--- config.mk ---
export PLATFORM = sky130hd
export DESIGN_NAME = dff_bank_arbiter
export DESIGN_NICKNAME = d
export VERILOG_FILES = /design/src/rtl/dff_bank_arbiter.sv
export SDC_FILE = /design/constraint.sdc
export NUM_CORES = 1
export LEC_CHECK = 0
export BUFFER_PORTS_ARGS = -buffer_cell sky130_fd_sc_hd__buf_2
export CORE_ASPECT_RATIO = 0.9
export CORE_UTILIZATION = 45
export CTS_BUF_LIST = sky130_fd_sc_hd__clkbuf_8
export CTS_CLUSTER_DIAMETER = 80
export DETAILED_ROUTE_END_ITERATION = 8
export HOLD_SLACK_MARGIN = 0.03
export PLACE_DENSITY = 0.66
export SKIP_CTS_REPAIR_TIMING = 1
export SLEW_MARGIN = 40
export SYNTH_ARGS = -nofsm -noshare
export SYNTH_HDL_FRONTEND = slang
export SYNTH_SLANG_ARGS = --single-unit
--- constraint.sdc ---
create_clock -name clk -period 4.5 [get_ports clk]
set_input_delay 0.675 -clock clk [delete_from_list [all_inputs] [get_ports clk]]
set_output_delay 0.675 -clock clk [all_outputs]
set_load 0.02 [all_outputs]
--- src/rtl/dff_bank_arbiter.sv ---
// Round-robin arbiter owning a shared register bank: one read or write per clock,
// with registered grant, read data, read-valid and served-requester index.
module dff_bank_arbiter #(
  parameter  int WIDTH  = 8,
  parameter  int DEPTH  = 8,
  parameter  int ADDR_W = 3,
  parameter  int NREQ   = 4,
  localparam int RID_W  = (NREQ > 1) ? $clog2(NREQ) : 1
) (
  input  logic                     clk,
  input  logic                     rst,
  input  logic [NREQ-1:0]          req,
  input  logic [NREQ-1:0]          we,
  input  logic [NREQ-1:0]          lock,
  input  logic [NREQ*ADDR_W-1:0]   addr,
  input  logic [NREQ*WIDTH-1:0]    wdata,
  output logic [NREQ-1:0]          gnt,
  output logic [WIDTH-1:0]         rdata,
  output logic                     rvalid,
  output logic [RID_W-1:0]         rid
);

  logic [WIDTH-1:0]  bank [DEPTH];
  logic [RID_W-1:0]  ptr;
  logic [RID_W-1:0]  win;
  logic              found;
  logic [RID_W-1:0]  ptr_next;
  logic [NREQ-1:0]   onehot;
  logic [ADDR_W-1:0] sel_addr;
  logic              sel_we;
  logic [WIDTH-1:0]  sel_wdata;

  // Circular search starting at ptr; the first requester found wins.
  always_comb begin
    found = 1'b0;
    win   = '0;
    for (int k = 0; k < NREQ; k++) begin
      if (!found && req[(int'(ptr) + k) % NREQ]) begin
        found = 1'b1;
        win   = RID_W'((int'(ptr) + k) % NREQ);
      end
    end
  end

  // Only the winner's request fields are observed; losers' inputs are ignored.
  always_comb begin
    sel_addr  = addr[int'(win)*ADDR_W +: ADDR_W];
    sel_we    = we[win];
    sel_wdata = wdata[int'(win)*WIDTH +: WIDTH];
    onehot    = '0;
    onehot[win] = 1'b1;
    if (lock[win])
      ptr_next = win;
    else if (int'(win) == NREQ - 1)
      ptr_next = '0;
    else
      ptr_next = win + 1'b1;
  end

  // NOTE: all state here is updated with non-blocking assignments so every
  // read of bank/ptr in this block sees the pre-edge value.
  always_ff @(posedge clk) begin
    if (rst) begin
      // NOTE: the bank is a register file, not a RAM macro, so it is cleared
      // on reset like any other flop.
      for (int i = 0; i < DEPTH; i++) bank[i] <= '0;
      ptr    <= '0;
      gnt    <= '0;
      rvalid <= 1'b0;
      rdata  <= '0;
      rid    <= '0;
    end else begin
      gnt    <= '0;
      rvalid <= 1'b0;
      if (found) begin
        gnt <= onehot;
        rid <= win;
        ptr <= ptr_next;
        if (sel_we) begin
          bank[sel_addr] <= sel_wdata;
        end else begin
          rdata  <= bank[sel_addr];
          rvalid <= 1'b1;
        end
      end
    end
  end

endmodule
Word level (Yosys, flattened, before mapping)
Memories as Yosys holds them, arrays and structs flattened. A register that Yosys moved wholly into a read port is not among the register bits. Index checks and enable logic that the tools add are counted. W data, S select, Z words.

$add $sub $neg: 4. Multiply operators: 1. Div/mod/pow operators: 0. Magnitude comparators: 6. Equal/unequal tests: 1. Shifts and indexed selects: 2. Muxes and demuxes: 37. Bitwise gates (word level): 5. Reduce and logical (&&, ||, !) cells: 13.

Operators with widths (number): $shiftx A32 B6 Y8 (1); $mux W1 (22); $bmux W1 S2 (6); $lt A3 B4 Y1 const B (3); $mux W2 (6); $shiftx A12 B5 Y3 (1); $mux W8 (1); $reduce_or A2 Y1 (4); $reduce_or A8 Y1 (1); $lt A2 B3 Y1 const B (2); $add A2 B1 Y2 const B (2); $add A2 B2 Y2 const B (2); $logic_and A1 B1 Y1 (4); $mul A2 B2 Y4 const B (1); $and A1 B1 Y1 const A (3); $logic_not A1 Y1 (3); $mux W3 (1); $demux W1 S2 (1); $eq A2 B1 Y1 const B (1); $ge A2 B1 Y1 const B (1); $not A1 Y1 (2); $reduce_and A2 Y1 (1).

Flip-flop bits (word level): 9. Latch bits: 0. Memory bits (writable): 64. Bits in read-only memories: 0. Input bits: 58. Word-level logic and storage cells: 74. Memories: 1.

Memory list: bank (words 8, bits a word 8, rd ports 1, clocked after memory_dff 1, write ports 8, line 23) `logic [WIDTH-1:0] bank [DEPTH];`.

Depth between registers and ports, before layout
Gate-level depths: netlist of the first run.

Depth after elaboration: 22. Mapped depth: 12. Depth with buffers taken out: 8.

Worst setup path after synthesis of the first run
OpenSTA, ideal clock, no wires.

Path type: input to register. Start point: input port req[2]. End point: memory bank[5][0] (enable). Setup time: 334 ps. Data arrival time: 2695 ps. Data required time: 4166 ps. Setup slack: 1470 ps. Stages on the path: 8. Cell sequence: mux2i_1 -> nor2_1 -> a311oi_2 -> mux2_2 -> or2_1 -> or3b_1 -> buf_2 -> nand2b_1.

RTL lines: start: declaration (line 12) `input logic [NREQ-1:0] req,`; end: declaration (line 23).

==> summary.log, run 1 <==
INFO  global_routing grt_start_max_net_pins=24
INFO  setup_path     setup.worst_path.end_class=flop
INFO  sta            sum_of_negative_setup_slack=0ns
INFO  synth          netlist_top_cells_count=sky130_fd_sc_hd__nor2_1 (79), sky130_fd_sc_hd__edfxtp_1 (64), sky130_fd_sc_hd__mux2_2 (39)
INFO  clock_tree     clk_latency=0.35ns
INFO  setup_path     critical_path.cell_chain=mux2i_1, nor2_1, a311oi_2, inv_2, mux2i_4, buf_4, nand2_1, or3_1, nand2b_1
INFO  power_and_ir_drop seq_power_share=45.7%
INFO  power_and_ir_drop total_switching_power=0.000611W
INFO  synth          postSynthRegisterBits=81
INFO  sta            worst-slew-pin-transition=0.869ns
INFO  detailed_routing number_of_violations_reported_at_the_end_of_detailed_routing_iteration_0=231
INFO  sta            timing.final.crit_period=3.28ns
INFO  cells_and_area finish.utilization=54.2%
INFO  synth          synth-warning-count=0
INFO  synth          synth.avg_cell_area=11.9um2
INFO  sta            maxClockFrequency=0.305GHz
INFO  synth          synth_edf_count=64
INFO  setup_path     cp_slowest_cell=sky130_fd_sc_hd__or3_1
INFO  worst_hold_path whs_path_depth=2
INFO  global_routing grt_pass1_wl=13.9mm
INFO  floorplan      ios=73
INFO  global_routing grt_usage=20.7%
INFO  setup_path     cpLargestDelayFamily=simple AND/OR/NAND/NOR gates
INFO  cells_and_area areaGrowthSynthToFinish=16.3%
INFO  placed_design  placement.cell_area=0.00449mm2
INFO  sta            setup_slack=1.22ns
INFO  clock_tree     clkTransAtPathRegs=0.07ns
INFO  floorplan      initial_utilization=46.6%
INFO  power_and_ir_drop power.internal=0.00138W
INFO  cells_and_area num_antenna_cells=0
INFO  synth          synth_fp_nets=402
INFO  synth          synth_area_leaders=sky130_fd_sc_hd__edfxtp_1 (48%), sky130_fd_sc_hd__mux2_2 (11%), sky130_fd_sc_hd__dfxtp_1 (8.4%), sky130_fd_sc_hd__nor2_1 (7.4%), sky130_fd_sc_hd__mux2i_1 (4.5%)
INFO  synth          synth.yosys.seq_area_share=56.1%
INFO  detailed_routing detail_route.drc_violations=0
INFO  power_and_ir_drop peakVddDrop=0.162mV
INFO  setup_path     timing.setup.critical_path_class=flop to flop
INFO  detailed_routing route.antenna.remaining_nets=0
INFO  setup_path     ff2ff_path_depth=9
INFO  global_routing grt_pass1_vias=2644
INFO  power_and_ir_drop switching_share=30.6%
INFO  placed_design  pre_cts_ws=0.872ns
INFO  synth          synthDominantAreaCellType=sky130_fd_sc_hd__edfxtp_1
INFO  detailed_routing vias=2834
INFO  power_and_ir_drop clkPwrFrac=25.2%
INFO  setup_path     ff2ff_setup_slack=1.22ns
INFO  setup_path     start_kind=flop
INFO  detailed_routing detail_route.vias_per_cell=5.30
INFO  power_and_ir_drop power.density_cell_area=426mW/mm2
INFO  synth          syn_inst=340
INFO  sta            final_setup_vio_count=0
INFO  setup_path     logic_depth_of_the_worst_setup_path_including_buffers=9
INFO  floorplan      dieHeight=91.8um
INFO  sta            slew_viol_final=0
INFO  cells_and_area design.final.nets=473
INFO  synth          post-synth-top-area-fraction=47.7%
INFO  clock_tree     cts.sink_count=81
INFO  floorplan      die-area=0.00934mm2
INFO  power_and_ir_drop total_leakage_power=1.89nW
INFO  sta            timing_hold_violations_final=0
INFO  cells_and_area final_design_area_no_fill=0.00469mm2
INFO  floorplan      floorplan.die.width=102um
INFO  synth          post_synth_instance_area=0.00403mm2
INFO  sta            min_period_over_period=73.0%
INFO  clock_tree     tritoncts.num_buffers=9
INFO  detailed_routing drt-wirelength-per-cell=16.9um
INFO  sta            slew-limit-headroom=41.7%
INFO  synth          top_reg_cell_synth=sky130_fd_sc_hd__edfxtp_1
INFO  global_routing grt_antenna_before_repair=0
INFO  clock_tree     cts_tree=yes
INFO  floorplan      core-area=0.00865mm2
INFO  setup_path     critical_path_peak_fanout=12
INFO  sta            hold-worst-slack=0.498ns
INFO  synth          ys_async_sr_fraction=0%
INFO  detailed_routing finalWirelength=9.05mm
INFO  cells_and_area drive_above_1_share=34.9%
INFO  placed_design  port_buffers=72
INFO  status         run_status=complete, no violations
INFO  clock_tree     root_buffer=sky130_fd_sc_hd__clkbuf_8
INFO  power_and_ir_drop p_comb_share=29.2%
INFO  flow_run       maxCapViolations=0
INFO  global_routing grt_remaining_overflow=0
INFO  synth          yosys.cell_types.count=36
INFO  setup_path     cp.buffers_inverters=2
INFO  synth          post-synth-top-count-cell=sky130_fd_sc_hd__nor2_1
INFO  setup_path     cp.arrival=3.29ns
INFO  sta            grt_setup_unrepaired=no
INFO  setup_path     critical_path.max_stage_delay=0.49ns
INFO  detailed_routing firstDrtPassIters=6
INFO  clock_tree     ctsHtreeMaxLevel=3
INFO  floorplan      std_cell_rows=32
INFO  placed_design  globalplace.congestion=0.831
INFO  placed_design  place_hpwl=6.68mm
INFO  clock_tree     cts.path.max_buffers=2
INFO  sta            timing.clock.skew=0.00908ns
INFO  setup_path     timing.critical_path.required=4.51ns
INFO  worst_hold_path timing.hold.worst.class=flop to flop
[worst min-delay path, cell delays in order (launching register included)]
cell and delay [ns]:
sky130_fd_sc_hd__dfxtp_1 0.31, sky130_fd_sc_hd__nor2_1 0.09, sky130_fd_sc_hd__a311oi_1 0.05
[registers in the layout, summed over array words and instances, names as in the netlist]
register and flops:
bank 64, gnt 4, ptr 2, rdata 8
rid 2, rvalid 1
[power by group through the flow]
stage	Combinational [W]	Sequential (W)	Clock (W)
2_1_floorplan	0.000386	0.000950	0
3_3_place_gp	0.000566	0.000927	0
3_5_place_dp	0.000576	0.000929	0
4_1_cts	0.000577	0.000912	0.000509
5_1_grt	0.000628	0.000918	0.000541
6_report	0.000582	0.000911	0.000502
[final timing paths]
kind                         start                        to
max            ptr[1]$_SDFFE_PP0N_  bank[7][7]$_SDFFCE_PN0P_
min          rdata[1]$_SDFFE_PP0P_     rdata[1]$_SDFFE_PP0P_
max reg2reg    ptr[1]$_SDFFE_PP0N_  bank[7][7]$_SDFFCE_PN0P_
min reg2reg  rdata[1]$_SDFFE_PP0P_     rdata[1]$_SDFFE_PP0P_
[final cells by class]
type	instances	area (um2)
fill	765	3960
clock inverter	6	51.3
sequential	81	2260
inverter	5	18.8
multi-input combinational	233	1640
tap	119	149
timing repair buffer	81	428
clock buffer	10	138
[placed cells by master, fill, tap and decap left out, types with 3 or more instances in the layout]
cell / Yosys / layout
sky130_fd_sc_hd__nor2_1: 79 / 79
sky130_fd_sc_hd__buf_2: 3 / 72
sky130_fd_sc_hd__edfxtp_1: 64 / 64
sky130_fd_sc_hd__mux2_2: 39 / 39
sky130_fd_sc_hd__mux2i_1: 18 / 18
sky130_fd_sc_hd__nand2_1: 18 / 18
sky130_fd_sc_hd__dfxtp_1: 17 / 17
sky130_fd_sc_hd__nand2b_1: 10 / 10
sky130_fd_sc_hd__clkbuf_8: 0 / 10
sky130_fd_sc_hd__buf_4: 2 / 9
sky130_fd_sc_hd__a222oi_1: 8 / 8
sky130_fd_sc_hd__a311oi_1: 8 / 8
sky130_fd_sc_hd__and2_1: 7 / 7
sky130_fd_sc_hd__inv_1: 4 / 6
sky130_fd_sc_hd__a21oi_1: 6 / 6
sky130_fd_sc_hd__o21ai_1: 9 / 6
sky130_fd_sc_hd__mux2_4: 4 / 4
sky130_fd_sc_hd__ha_1: 4 / 4
sky130_fd_sc_hd__nor2b_1: 3 / 3
sky130_fd_sc_hd__o21ai_2: 0 / 3
sky130_fd_sc_hd__a211oi_1: 3 / 3
[logic make-up after synthesis]
kind of cell | count (synthesis) | synth area share, %
multiplexers | 65 | 18.4
flip-flops | 81 | 56.1
adder cells (fa/ha/maj) | 4 | 1.24
AO/OA/AOI/OAI | 37 | 6.89
AND/OR/NAND/NOR | 127 | 13.9
buffers and inverters | 26 | 3.45
[per-stage QoR]
stage,power [W],std cells
after global routing,0.00209,535
after CTS,0.00200,535
after detailed placement,0.00150,519
after global placement,0.00149,519
final,0.00199,535
after floorplan,0.00134,340
[per-layer routing]
| layer | wire, um | up-vias | track usage, % |
|---|---|---|---|
| met1 | 4060 | 1315 | 29.1 |
| met4 | 178 | 0 | 9.78 |
| met5 | 0 | - | 0 |
| met2 | 4050 | 135 | 30.3 |
| li1 | - | 1371 | - |
| met3 | 758 | 13 | 4.27 |
Note: power is estimated with default switching activity, not from simulation.
==> run 2, diff against run 1 <==
--- a/config.mk
+++ b/config.mk
@@ -5,6 +5,7 @@
 export SDC_FILE = /design/constraint.sdc
 export NUM_CORES = 1
 export LEC_CHECK = 0
+export ABC_AREA = 1
 export BUFFER_PORTS_ARGS = -buffer_cell sky130_fd_sc_hd__buf_2
 export CORE_ASPECT_RATIO = 0.9
 export CORE_UTILIZATION = 45
@@ -12,7 +13,7 @@
 export CTS_CLUSTER_DIAMETER = 80
 export DETAILED_ROUTE_END_ITERATION = 8
 export HOLD_SLACK_MARGIN = 0.03
-export PLACE_DENSITY = 0.66
+export PLACE_DENSITY = 0.65
 export SKIP_CTS_REPAIR_TIMING = 1
 export SLEW_MARGIN = 40
 export SYNTH_ARGS = -nofsm -noshare
==> constraint.sdc (replaced) <==
create_clock -name clk -period 3.42 [get_ports clk]
set_input_delay 0.513 -clock clk [delete_from_list [all_inputs] [get_ports clk]]
set_output_delay 0.513 -clock clk [all_outputs]
set_load 0.02 [all_outputs]
==> run 2 against run 1 <==
Compared with the run above: flip-flop and latch count stayed put; via count is 40% higher; highest routed layer unchanged; area after synthesis is 18% higher; global-route usage is 1.0 points higher; die area is 18% higher; non-clock buffer count is 5 higher; wire length is 24% higher; clock skew is 0.0019 ns lower.
==> summary.log, run 2 <==
INFO  clock_tree     ctsHtreeMaxLevel=3 [unchanged]
INFO  sta            maxClockFrequency=0.320GHz [was 0.305 GHz]
INFO  detailed_routing finalWirelength=11.2mm [was 9.05 mm]
INFO  floorplan      floorplan.die.width=111um [was 102 um]
INFO  floorplan      core-area=0.0103mm2 [was 0.00865 mm2]
INFO  sta            worst-slew-pin-transition=0.502ns [was 0.869 ns]
INFO  cells_and_area largest_register_ff_count=64 [unchanged]
INFO  floorplan      dieHeight=99.7um [was 91.8 um]
INFO  synth          ys_async_sr_fraction=0% [unchanged]
INFO  sta            slew_viol_final=0 [unchanged]
INFO  sta            slew-limit-headroom=66.5% [was 41.7%]
INFO  floorplan      std_cell_rows=35 [was 32]
INFO  synth          syn_inst=588 [was 340]
INFO  detailed_routing firstDrtPassIters=5 [was 6]
INFO  sta            min_period_over_period=91.3% [was 73.0%]
INFO  synth          synth.avg_cell_area=8.11um2 [was 11.9 um2]
INFO  placed_design  pre_cts_ws=0.210ns [was 0.872 ns]
INFO  setup_path     timing.critical_path.required=3.45ns [was 4.51 ns]
INFO  clock_tree     clkTransAtPathRegs=0.07ns [about the same]
INFO  global_routing grt_pass1_vias=3836 [was 2644]
INFO  cells_and_area num_antenna_cells=0 [unchanged]
INFO  placed_design  globalplace.congestion=0.879 [was 0.831]
INFO  worst_hold_path timing.hold.worst.class=input port to flop [was flop to flop]
INFO  global_routing grt_antenna_before_repair=0 [unchanged]
INFO  synth          synth-warning-count=0 [unchanged]
INFO  detailed_routing number_of_violations_reported_at_the_end_of_detailed_routing_iteration_0=298 [was 231]
INFO  detailed_routing drt-wirelength-per-cell=14.0um [was 16.9 um]
INFO  sta            timing.clock.skew=0.00721ns [was 0.00908 ns]
INFO  setup_path     critical_path.cell_chain=inv_2, nand2_1, nand2_2, nand2_1, nand2_2, nor2_4, nand3_4, nand2_4, nand2_2, a21oi_1, o21ai_1, nand2_2, nand3_4, nor2_8, nand2_4, nand2_1 [was mux2i_1, nor2_1, a311oi_2, inv_2, mux2i_4, buf_4, nand2_1, or3_1, nand2b_1]
INFO  setup_path     start_kind=flop [unchanged]
INFO  detailed_routing route.antenna.remaining_nets=0 [unchanged]
INFO  floorplan      initial_utilization=46.4% [was 46.6%]
INFO  placed_design  place_hpwl=8.27mm [was 6.68 mm]
INFO  cells_and_area top_regs=bank x64, rdata x8, gnt x4 [unchanged]
INFO  cells_and_area drive_above_1_share=21.4% [was 34.9%]
INFO  synth          synth_area_leaders=sky130_fd_sc_hd__edfxtp_1 (40%), sky130_fd_sc_hd__nand2_1 (10%), sky130_fd_sc_hd__nor2_1 (9.2%), sky130_fd_sc_hd__inv_1 (7.2%), sky130_fd_sc_hd__dfxtp_1 (7.1%) [was sky130_fd_sc_hd__edfxtp_1 (48%), sky130_fd_sc_hd__mux2_2 (11%), sky130_fd_sc_hd__dfxtp_1 (8.4%), sky130_fd_sc_hd__nor2_1 (7.4%), sky130_fd_sc_hd__mux2i_1 (4.5%)]
INFO  setup_path     cp.arrival=3.15ns [was 3.29 ns]
INFO  synth          synth.yosys.seq_area_share=47.4% [was 56.1%]
INFO  floorplan      die-area=0.0110mm2 [was 0.00934 mm2]
INFO  sta            final_setup_vio_count=0 [unchanged]
INFO  sta            timing.final.crit_period=3.12ns [was 3.28 ns]
INFO  cells_and_area largest_reg_by_ff_count=bank [unchanged]
INFO  synth          netlist_top_cells_count=sky130_fd_sc_hd__nand2_1 (128), sky130_fd_sc_hd__nor2_1 (117), sky130_fd_sc_hd__inv_1 (91) [was sky130_fd_sc_hd__nor2_1 (79), sky130_fd_sc_hd__edfxtp_1 (64), sky130_fd_sc_hd__mux2_2 (39)]
INFO  setup_path     setup.worst_path.end_class=flop [unchanged]
INFO  sta            setup_slack=0.297ns [was 1.22 ns]
INFO  global_routing grt_pass1_wl=18.5mm [was 13.9 mm]
INFO  placed_design  placement.cell_area=0.00524mm2 [was 0.00449 mm2]
INFO  sta            timing_hold_violations_final=0 [unchanged]
INFO  cells_and_area layout.cells.most_common=sky130_fd_sc_hd__nand2_1 [was sky130_fd_sc_hd__nor2_1]
INFO  clock_tree     root_buffer=sky130_fd_sc_hd__clkbuf_8 [unchanged]
INFO  synth          post_synth_instance_area=0.00477mm2 [was 0.00403 mm2]
INFO  clock_tree     cts_tree=yes [unchanged]
INFO  clock_tree     cts.path.max_buffers=2 [unchanged]
INFO  setup_path     cp.buffers_inverters=1 [was 2]
INFO  sta            grt_setup_unrepaired=yes [was no]
INFO  synth          synth_fp_nets=650 [was 402]
INFO  cells_and_area most-common-layout-cells=sky130_fd_sc_hd__nand2_1 (123), sky130_fd_sc_hd__nor2_1 (117), sky130_fd_sc_hd__inv_1 (93) [was sky130_fd_sc_hd__nor2_1 (79), sky130_fd_sc_hd__buf_2 (72), sky130_fd_sc_hd__edfxtp_1 (64)]
INFO  setup_path     cp_slowest_cell=sky130_fd_sc_hd__dfxtp_1 [was sky130_fd_sc_hd__or3_1]
INFO  detailed_routing detail_route.drc_violations=0 [unchanged]
INFO  synth          yosys.cell_types.count=31 [was 36]
INFO  clock_tree     tritoncts.num_buffers=9 [unchanged]
INFO  sta            hold-worst-slack=0.313ns [was 0.498 ns]
INFO  synth          post-synth-top-count-cell=sky130_fd_sc_hd__nand2_1 [was sky130_fd_sc_hd__nor2_1]
INFO  flow_run       maxCapViolations=0 [unchanged]
INFO  global_routing grt_start_max_net_pins=29 [was 24]
INFO  synth          synth_edf_count=64 [unchanged]
INFO  floorplan      ios=73 [unchanged]
INFO  clock_tree     cts.sink_count=81 [unchanged]
INFO  synth          top_reg_cell_synth=sky130_fd_sc_hd__edfxtp_1 [unchanged]
INFO  synth          synthDominantAreaCellType=sky130_fd_sc_hd__edfxtp_1 [unchanged]
INFO  setup_path     cpLargestDelayFamily=simple AND/OR/NAND/NOR gates [unchanged]
INFO  cells_and_area design.final.nets=726 [was 473]
INFO  clock_tree     clk_latency=0.36ns [was 0.35 ns]
INFO  placed_design  port_buffers=72 [unchanged]
INFO  setup_path     timing.setup.critical_path_class=flop to flop [unchanged]
INFO  synth          post-synth-top-area-fraction=40.3% [was 47.7%]
INFO  global_routing grt_remaining_overflow=0 [unchanged]
INFO  synth          postSynthRegisterBits=81 [unchanged]
INFO  setup_path     critical_path_peak_fanout=19 [was 12]
INFO  setup_path     critical_path.most_common_cell=sky130_fd_sc_hd__nand2_2
INFO  detailed_routing detail_route.vias_per_cell=4.99 [was 5.30]
INFO  global_routing grt_usage=21.7% [was 20.7%]
INFO  setup_path     critical_path.max_stage_delay=0.45ns [was 0.49 ns]
INFO  cells_and_area final_design_area_no_fill=0.00545mm2 [was 0.00469 mm2]
INFO  detailed_routing vias=3980 [was 2834]
INFO  cells_and_area areaGrowthSynthToFinish=14.3% [was 16.3%]
INFO  status         run_status=complete, no violations [unchanged]
==> run 2: changes by cell type after synthesis, sizes merged, moves of 9 or more <==
cell	previous run	this run
mux2i	21	0
nor2	79	126
o21ai	10	20
mux2	44	0
nand3	0	64
inv	5	97
nand2b	10	0
a311oi	9	0
nand2	18	148
==> run 2: final timing paths <==
path / slack [ns] / to / start / cells after the start
worst min-delay path: 0.31 / rid[1]$_SDFFE_PP0N_ / rst / 2
worst max register to register: 0.30 / bank[1][2]$_SDFFCE_PN0P_ / ptr[0]$_SDFFE_PP0N_ / 16
worst min register to register: 0.47 / rid[1]$_SDFFE_PP0N_ / rid[1]$_SDFFE_PP0N_ / 2
worst max-delay path: 0.30 / bank[1][2]$_SDFFCE_PN0P_ / ptr[0]$_SDFFE_PP0N_ / 16
==> run 2: routing by layer <==
layer	part of all wire [%]	track usage (%)
met5	0	0
met2	50	37.6
met4	1.5	7.28
met1	44	27.0
met3	5.3	4.94
==> run 2: area by class of cell <==
cell class,count,area (um2)
Inverter,97,364
Tap cell,129,161
Fill cell,963,4840
Multi-Input combinational cell,389,1990
Clock inverter,6,76.3
Timing Repair Buffer,86,478
Sequential cell,81,2260
Clock buffer,9,124
==> run 2: logic make-up (layout without fill, tap and decap cells) <==
family | Yosys count | after routing | synth area share (%)
AO/OA/AOI/OAI | 43 | 43 | 6.14
AND/OR/NAND/NOR | 342 | 342 | 34.2
buffers and inverters | 118 | 198 | 11.2
flip-flops | 81 | 81 | 47.4
adder cells (fa/ha/maj) | 4 | 4 | 1.05
==> run 2: metrics by stage <==
stage	TNS, ns	util, %	instances
final	0	53.0	797
after global routing	-0.498	53.0	797
after CTS	0	52.9	797
after detailed placement	0	50.9	782
after global placement	0	50.9	782
after floorplan	0	-	588
Power of run 2 is not shown: default switching activity piles up to over one toggle a cycle in this logic, so the estimate is an artifact.
==> run 3, diff against run 2 <==
--- a/config.mk
+++ b/config.mk
@@ -5,15 +5,17 @@
 export SDC_FILE = /design/constraint.sdc
 export NUM_CORES = 1
 export LEC_CHECK = 0
-export ABC_AREA = 1
 export BUFFER_PORTS_ARGS = -buffer_cell sky130_fd_sc_hd__buf_2
+export CELL_PAD_IN_SITES_DETAIL_PLACEMENT = 0
+export CELL_PAD_IN_SITES_GLOBAL_PLACEMENT = 1
 export CORE_ASPECT_RATIO = 0.9
 export CORE_UTILIZATION = 45
 export CTS_BUF_LIST = sky130_fd_sc_hd__clkbuf_8
 export CTS_CLUSTER_DIAMETER = 80
 export DETAILED_ROUTE_END_ITERATION = 8
 export HOLD_SLACK_MARGIN = 0.03
-export PLACE_DENSITY = 0.65
+export MAX_ROUTING_LAYER = met4
+export PLACE_DENSITY = 0.8
 export SKIP_CTS_REPAIR_TIMING = 1
 export SLEW_MARGIN = 40
 export SYNTH_ARGS = -nofsm -noshare
==> run 3 against run 2 <==
Compared with the run above: design area decreased by 13%; die area decreased by 15%; first-iteration DRC count decreased by 44%; count of clock-buffer cells in the layout unchanged; cell count decreased by 32%; highest routed layer unchanged; clock skew increased by 0.0088 ns.
==> summary.log, run 3 (synthesis gave the netlist of run 1 again) <==
INFO  clock_tree     cts.sink_count=81 [unchanged]
INFO  sta            worst-slew-pin-transition=0.562ns [was 0.502 ns]
INFO  floorplan      std_cell_rows=32 [was 35]
INFO  placed_design  globalplace.congestion=0.829 [was 0.879]
INFO  global_routing globalRouteMet3Util=4.50% [was 4.94%]
INFO  cells_and_area drive_above_1_share=35.7% [was 21.4%]
INFO  global_routing grt_remaining_overflow=0 [unchanged]
INFO  placed_design  placement.cell_area=0.00456mm2 [was 0.00524 mm2]
INFO  floorplan      die-area=0.00934mm2 [was 0.0110 mm2]
INFO  sta            grt_setup_unrepaired=no [was yes]
INFO  detailed_routing drt-wirelength-per-cell=17.0um [was 14.0 um]
INFO  clock_tree     cts.path.max_buffers=2 [unchanged]
INFO  sta            min_period_over_period=90.5% [was 91.3%]
INFO  power_and_ir_drop clkPwrFrac=25.1%
INFO  sta            timing_hold_violations_final=0 [unchanged]
INFO  global_routing grt_start_max_net_pins=27 [was 29]
INFO  cells_and_area final_design_area_no_fill=0.00475mm2 [was 0.00545 mm2]
INFO  floorplan      core-area=0.00865mm2 [was 0.0103 mm2]
INFO  floorplan      ios=73 [unchanged]
INFO  sta            maxClockFrequency=0.323GHz [was 0.320 GHz]
INFO  sta            timing.final.crit_period=3.10ns [was 3.12 ns]
INFO  clock_tree     ctsHtreeMaxLevel=3 [unchanged]
INFO  detailed_routing detail_route.vias_per_cell=5.25 [was 4.99]
INFO  setup_path     cp_slowest_cell=sky130_fd_sc_hd__or3_1 [was sky130_fd_sc_hd__dfxtp_1]
INFO  power_and_ir_drop power.internal=0.00182W
INFO  setup_path     critical_path.cell_chain=mux2i_1, nor2_1, a311oi_2, mux2_2, or2_1, or3_1, nand2b_1 [was inv_2, nand2_1, nand2_2, nand2_1, nand2_2, nor2_4, nand3_4, nand2_4, nand2_2, a21oi_1, o21ai_1, nand2_2, nand3_4, nor2_8, nand2_4, nand2_1]
INFO  setup_path     cpLargestDelayFamily=simple AND/OR/NAND/NOR gates [unchanged]
INFO  setup_path     start_kind=flop [unchanged]
INFO  global_routing busiest_layer=met2 [unchanged]
INFO  floorplan      initial_utilization=46.6% [was 46.4%]
INFO  cells_and_area layout.cells.most_common=sky130_fd_sc_hd__nor2_1 [was sky130_fd_sc_hd__nand2_1]
INFO  clock_tree     root_buffer=sky130_fd_sc_hd__clkbuf_8 [unchanged]
INFO  global_routing global_route.usage.met1=28.3% [was 27.0%]
INFO  detailed_routing vias=2860 [was 3980]
INFO  global_routing grt_antenna_before_repair=0 [unchanged]
INFO  floorplan      dieHeight=91.8um [was 99.7 um]
INFO  power_and_ir_drop power.total=0.00265W
INFO  cells_and_area largest_reg_by_ff_count=bank [unchanged]
INFO  cells_and_area num_antenna_cells=0 [unchanged]
INFO  sta            sum_of_negative_setup_slack=0ns [unchanged]
INFO  status         run_status=complete, no violations [unchanged]
INFO  sta            slew_viol_final=0 [unchanged]
INFO  setup_path     timing.critical_path.required=3.43ns [was 3.45 ns]
INFO  flow_run       maxCapViolations=0 [unchanged]
INFO  clock_tree     clk_latency=0.35ns [was 0.36 ns]
INFO  setup_path     critical_path.max_stage_delay=0.51ns [was 0.45 ns]
INFO  cells_and_area most-common-layout-cells=sky130_fd_sc_hd__nor2_1 (79), sky130_fd_sc_hd__buf_2 (72), sky130_fd_sc_hd__edfxtp_1 (64) [was sky130_fd_sc_hd__nand2_1 (123), sky130_fd_sc_hd__nor2_1 (117), sky130_fd_sc_hd__inv_1 (93)]
INFO  power_and_ir_drop total_leakage_power=1.93nW
INFO  setup_path     critical_path_peak_fanout=9 [was 19]
INFO  power_and_ir_drop power.density_cell_area=558mW/mm2
INFO  placed_design  port_buffers=72 [unchanged]
INFO  power_and_ir_drop seq_power_share=45.3%
INFO  power_and_ir_drop total_switching_power=0.000826W
INFO  setup_path     setup.worst_path.end_class=flop [unchanged]
INFO  power_and_ir_drop p_comb_share=29.7%
INFO  detailed_routing finalWirelength=9.28mm [was 11.2 mm]
INFO  cells_and_area layout.filler_cells=777 [was 963]
INFO  power_and_ir_drop peakVddDrop=0.263mV
INFO  setup_path     cp.arrival=3.10ns [was 3.15 ns]
INFO  detailed_routing number_of_violations_reported_at_the_end_of_detailed_routing_iteration_0=167 [was 298]
INFO  setup_path     cp.buffers_inverters=0 [was 1]
INFO  clock_tree     cts_tree=yes [unchanged]
INFO  cells_and_area top_regs=bank x64, rdata x8, gnt x4 [unchanged]
INFO  cells_and_area largest_register_ff_count=64 [unchanged]
INFO  sta            timing.clock.skew=0.0160ns [was 0.00721 ns]
INFO  sta            slew-limit-headroom=62.4% [was 66.5%]
INFO  global_routing grt_usage=22.3% [was 21.7%]
INFO  placed_design  place_hpwl=6.80mm [was 8.27 mm]
INFO  clock_tree     clkTransAtPathRegs=0.08ns [was 0.07 ns]
INFO  cells_and_area areaGrowthSynthToFinish=17.8% [was 14.3%]
INFO  sta            final_setup_vio_count=0 [unchanged]
INFO  detailed_routing route.antenna.remaining_nets=0 [unchanged]
INFO  detailed_routing firstDrtPassIters=8 [was 5]
INFO  worst_hold_path timing.hold.worst.class=flop to flop [was input port to flop]
INFO  detailed_routing detail_route.drc_violations=0 [unchanged]
INFO  global_routing grt_pass1_vias=2797 [was 3836]
INFO  setup_path     timing.setup.critical_path_class=flop to flop [unchanged]
INFO  global_routing grt.met2_usage=35.0% [was 37.6%]
INFO  cells_and_area design.final.nets=483 [was 726]
INFO  clock_tree     tritoncts.num_buffers=9 [unchanged]
INFO  floorplan      floorplan.die.width=102um [was 111 um]
INFO  global_routing grt_pass1_wl=14.4mm [was 18.5 mm]
INFO  power_and_ir_drop switching_share=31.2%
==> run 3: cell types whose count changed in the layout (fill, tap and decap cells not counted), sizes merged, moves of 9 or more <==
cell    previous run  this run
a311oi             0         9
inv               99         9
mux2               0        44
mux2i              0        21
nand2            148        18
nand2b             0        10
nand3             64         0
nor2             126        79
o21ai             20        10
==> run 3: stage by stage <==
stage	util, %	setup WS [ns]	hold WS [ns]	std cells
detailed placement	52.7	0.116	0.483	529
global placement	52.7	0.208	0.464	529
global route	54.9	0.0870	0.516	545
floorplan	-	0.552	0.477	340
finish	54.9	0.324	0.493	545
CTS	54.9	0.292	0.501	545
==> run 3: final cells by class <==
cell class	count	area, um2	share of cell area, %
Clock buffer	9	124	2.61
Clock inverter	7	62.6	1.32
Inverter	5	18.8	0.395
Multi-Input combinational cell	233	1630	34.3
Sequential cell	81	2260	47.6
Tap cell	119	149	3.14
Timing Repair Buffer	91	503	10.6
==> run 3: power by group through the flow <==
| stage | registers [W] | clock network, W | logic [W] |
|---|---|---|---|
| after global placement | 0.00122 | 0 | 0.000781 |
| after global routing | 0.00121 | 0.000713 | 0.000857 |
| after floorplan | 0.00125 | 0 | 0.000508 |
| after CTS | 0.00120 | 0.000676 | 0.000789 |
| final | 0.00120 | 0.000664 | 0.000786 |
| after detailed placement | 0.00122 | 0 | 0.000786 |
==> run 3: worst register-to-register path, delay by kind of cell (launching register included) <==
family | cells | cell delay [ns]
simple gates | 4 | 1.19
mux | 2 | 0.65
flops | 1 | 0.45
compound gates | 1 | 0.46
==> run 3: path summary, 6_finish.rpt <==
kind | from | endpoint | slack [ns] | depth (start not counted)
max | ptr[1]$_SDFFE_PP0N_ | bank[7][0]$_SDFFCE_PN0P_ | 0.32 | 7
min | rid[1]$_SDFFE_PP0N_ | rid[1]$_SDFFE_PP0N_ | 0.49 | 2
max reg2reg | ptr[1]$_SDFFE_PP0N_ | bank[7][0]$_SDFFCE_PN0P_ | 0.32 | 7
min reg2reg | rid[1]$_SDFFE_PP0N_ | rid[1]$_SDFFE_PP0N_ | 0.49 | 2
==> run 3: metal layers <==
metal | vias up | wire, um | share of wire (%)
met3 | 14 | 630 | 6.8
met2 | 108 | 4480 | 48
met4 | 0 | 182 | 2.0
met1 | 1345 | 3980 | 43
li1 | 1393 | - | -
met5 | - | 0 | 0
